File: src/rtl/rd53_enum.sv
// rd53_enum: emits every 5-bit word of a requested Hamming weight, one per cycle, in numeric order.
module rd53_enum #(
  parameter bit ORDER_DESC = 1'b0
) (
  input  logic       clk,
  input  logic       rst_n,
  input  logic       req_valid,
  input  logic [2:0] req_weight,
  output logic       req_ready,
  output logic       out_valid,
  input  logic       out_ready,
  output logic [4:0] out_word,
  output logic       out_last,
  output logic [3:0] out_index,
  output logic       err,
  output logic       busy
);
  typedef enum logic [1:0] {IDLE, EMIT, ERR} state_t;
  state_t state, state_nx;
  logic [2:0] k, k_nx, tz;
  logic [4:0] word_nx, first, last_word, x, c, ones, nxt, adv;
  logic [3:0] index_nx;
  logic [5:0] r;
  assign first = ORDER_DESC ? 5'h1f << (3'd5 - req_weight) : 5'h1f >> (3'd5 - req_weight);
  assign last_word = ORDER_DESC ? 5'h1f >> (3'd5 - k) : 5'h1f << (3'd5 - k);
  // Descending order is the ascending successor taken in the complemented domain.
  assign x = ORDER_DESC ? ~out_word : out_word;
  assign c = x & (~x + 5'd1);
  assign r = {1'b0, x} + {1'b0, c};
  assign tz = {c[4], c[2] | c[3], c[1] | c[3]};
  assign ones = 5'((({1'b0, x} ^ r) >> 2) >> tz);
  assign nxt = r[4:0] | ones;
  assign adv = ORDER_DESC ? ~nxt : nxt;
  assign req_ready = state == IDLE;
  assign out_valid = state == EMIT;
  assign err = state == ERR;
  assign busy = state != IDLE;
  assign out_last = out_valid && out_word == last_word;
  always_comb begin
    state_nx = state;
    k_nx = k;
    word_nx = out_word;
    index_nx = out_index;
    if (state == IDLE && req_valid) begin
      state_nx = req_weight > 3'd5 ? ERR : EMIT;
      k_nx = req_weight;
      word_nx = req_weight > 3'd5 ? out_word : first;
      index_nx = req_weight > 3'd5 ? out_index : 4'd0;
    end else if (state == EMIT && out_ready) begin
      state_nx = out_last ? IDLE : EMIT;
      word_nx = out_last ? out_word : adv;
      index_nx = out_last ? out_index : out_index + 4'd1;
    end else if (state == ERR) begin
      state_nx = IDLE;
    end
  end
  always_ff @(posedge clk or negedge rst_n) begin
    if (!rst_n) begin
      state <= IDLE;
      k <= 3'd0;
      out_word <= 5'd0;
      out_index <= 4'd0;
    end else begin
      state <= state_nx;
      k <= k_nx;
      out_word <= word_nx;
      out_index <= index_nx;
    end
  end
endmodule

File: config.mk
export PLATFORM = sky130hd
export DESIGN_NAME = rd53_enum
export DESIGN_NICKNAME = d
export VERILOG_FILES = /design/src/rtl/rd53_enum.sv
export SDC_FILE = /design/constraint.sdc
export NUM_CORES = 1
export LEC_CHECK = 0
export CAP_MARGIN = 20
export CORE_UTILIZATION = 30
export DETAILED_ROUTE_END_ITERATION = 6
export HOLD_SLACK_MARGIN = 0.08
export PLACE_DENSITY = 0.48
export SLEW_MARGIN = 10
export SYNTH_ARGS = -nofsm -noshare
export SYNTH_HDL_FRONTEND = slang
export SYNTH_SLANG_ARGS = --single-unit
export TNS_END_PERCENT = 50
File: constraint.sdc
create_clock -name clk -period 4.8 [get_ports clk]
set_clock_uncertainty 0.15 [all_clocks]
set_input_delay 0.96 -clock clk [delete_from_list [all_inputs] [get_ports clk]]
set_output_delay 0.96 -clock clk [all_outputs]
set_load 0.01 [all_outputs]
==> impl_results.md <==
* Placed cell count at 169
* Ant. Diodes at 0
* Cts hold-fix bufs at 0
* Fmax at 272.9 MHz
* First-pass GRT wire length at 4057 um
* DR WL/cell at 14.06 um
* Largest cells by area after synthesis: dfrtp_1 36%, ha_1 5.1%, a21oi_1 4.1%
* Setup crit start: k[1]
* Met2 global-route usage at 24.84%
* Final setup viols at 0
* Area grow syn2layout at 25.42%
* Crit Path Class: flop to output port
* Vias in the first global route at 809
* Top post-synthesis cells by count: 14 x dfrtp_1, 10 x nand2_1, 8 x a21oi_1, 7 x inv_1, 7 x nor2_1
* Iteration count of the initial detailed-routing pass at 4
* Crit start category: flop
* Largest net degree at the start of global routing at 18
* PD cells at 707.5 mW/mm^2
* Max-Cap Viols at 0
* Cells after Synth at 110
* Post-Route WL at 2418 um
* Final core utilization at 39.92%
* Ports at 21
* Tot GR Track Use at 15.84%
* DP Worst Slack at 1.437 ns
* Antenna violations before repair at 0
* Nets at 141
* Area after DPL at 0.001206 mm^2
* Die W at 59.15 um
* Initial DRC Count at 28
* Non-filler cells, final at 172
* Synth unique cells at 43
* Avg Cell Area, Syn at 8.906 um^2
* Max clock buf depth at 2
* Share of layout cells above drive strength 1 at 8.594%
* Tmin final at 3.665 ns
* Dominant synthesized flop cell: dfrtp_1
* Core Box Area at 0.003078 mm^2
* DRC Markers at 0
* Setup Buffers After CTS at 0
* RSZ-0062 raised after global routing: false
* Final Max Tran Viols at 0
* Slew of the pin with the lowest slew margin at 0.7303 ns
* R2R Path Start: k[1]
* Flops & latches, synth at 14
* M3 GR Usage at 4.585%
* Top-count cell post-synth: dfrtp_1
* DP Wirelength at 1766 um
* Vias per std cell at 5.140
* Remaining antenna violation count at 0
* Period utilization at 76.35%
* Area share of the largest cell type after synthesis at 35.76%
* Seq/Total Area, Yosys at 35.76%
* CP endpoint kind: output port
* Status: finished clean
* Hold slack at 0.3897 ns
* M1 GR Usage at 21.73%
* Post_cts resized at 0
* TritonCTS Buffers at 3
* Via Count at 884
* CTS clk-pin slew, worst paths at 0.08 ns
* H-tree Lvls at 1
* Worst path required time at 3.69 ns
* Post-route cell area at 0.001229 mm^2
* Leakage power at 0.5049 nW
* Post-Synthesis Net Count at 121
* Root buf cell: clkbuf_4
* Hold_sp: out_index[3]
* Gr ovfl total at 0
* Setup tns final at 0 ns
* Hold WC Path Type: flop to flop
* Arr. time, crit path at 2.55 ns
* Die Area at 0.003498 mm^2
* Final Power at 869.3 uW
* PortBufs at 20
* Netlist Area Pre-Place at 979.7 um^2
* YS warnings at 0
* Peak VDD IR at 226.6 uV
* CTS Sinks at 14
* Worst skew pair latency at 0.28 ns
* Synth async-reset ratio at 100.0%
* Final Hold Fails at 0
* Routability-driven placement congestion ratio at 0.7052
* Num rows at 20
* CTS tree: built
* Worst setup margin at 1.135 ns
* Relative slew slack at 51.16%
* Post-synth EDFFs at 0
* Height of the die at 59.15 um
* Synth area leader: dfrtp_1
* Top Usage Layer GRT: met2
* Worst Path Max Fanout at 6
* Initial Utilization at 31.83%
==> layout make-up <==
class / instances / area [um^2]
multi-input cells: 84 / 574.3
inverters: 7 / 26.28
repair buffers: 20 / 200.2
clock buffers: 3 / 22.52
flip-flops and latches: 14 / 350.3
fillers: 334 / 1849
well taps: 44 / 55.05
==> power breakdown <==
part / leakage [nW] / switching [mW] / internal [mW] / total [mW]
combinational: 0.323 / 0.253 / 0.272 / 0.525
sequential: 0.168 / 0.104 / 0.175 / 0.279
clock: 0.0138 / 0.0362 / 0.0291 / 0.0653
total: 0.505 / 0.393 / 0.476 / 0.869
==> worst max-delay path, stage by stage, from the launching register on <==
cell             delay [ns]
dfrtp_1                0.41
inv_1                  0.06
ha_1                   0.35
and4bb_1               0.29
a311oi_1               0.06
nor4b_2                0.36
and2_1                 0.20
clkdlybuf4s50_1        0.53
==> state kept, by name, summed over array words and instances (netlist names) <==
signal / cells
state: 2
out_index: 4
k: 3
out_word: 5
==> metal layers <==
metal	part of all wire (%)	wire length [um]
met4	0.50	12
met1	46	1120
met5	0	0
met2	50	1197
met3	3.6	88
==> logic make-up (layout without fill, tap and decap cells) <==
kind of cell	count (synthesis)	count (layout)	synth area share, %
XOR/XNOR	3	3	2.682
AND/OR/NAND/NOR	37	37	21.46
AO/OA/AOI/OAI	36	36	25.03
flip-flops	14	14	35.76
multiplexers	4	4	4.342
adder cells (fa/ha/maj)	4	4	5.109
buffers and inverters	12	30	5.620
==> layout by cell type (no fill, tap or decap), types with 2 or more instances in the layout <==
cell type and count:
clkdlybuf4s50_1 20, inv_1 7, mux2_2 2, nand3_1 2, clkbuf_4 3, nor2b_1 2
nor2_1 7, o21ai_0 6, a22o_1 2, nor3b_1 2, a31oi_1 4, a21oi_1 8
or2_2 2, a211oi_1 2, nand2b_1 3, xnor2_1 2, mux2i_1 2, o21ai_1 3
dfrtp_1 14, nand2_1 10, ha_1 4
==> path summary, 6_finish.rpt <==
check / endpoint / slack [ns] / depth (start not counted)
max: out_last / 1.14 / 7
min: out_index[3] / 0.39 / 2
max reg2reg: out_index[3] / 2.04 / 8
min reg2reg: out_index[3] / 0.39 / 2
max in group asynchronous: out_index[1] / 3.12 / 1
min in group asynchronous: out_word[1] / 0.94 / 1
Note: power is estimated with default switching activity, not from simulation.
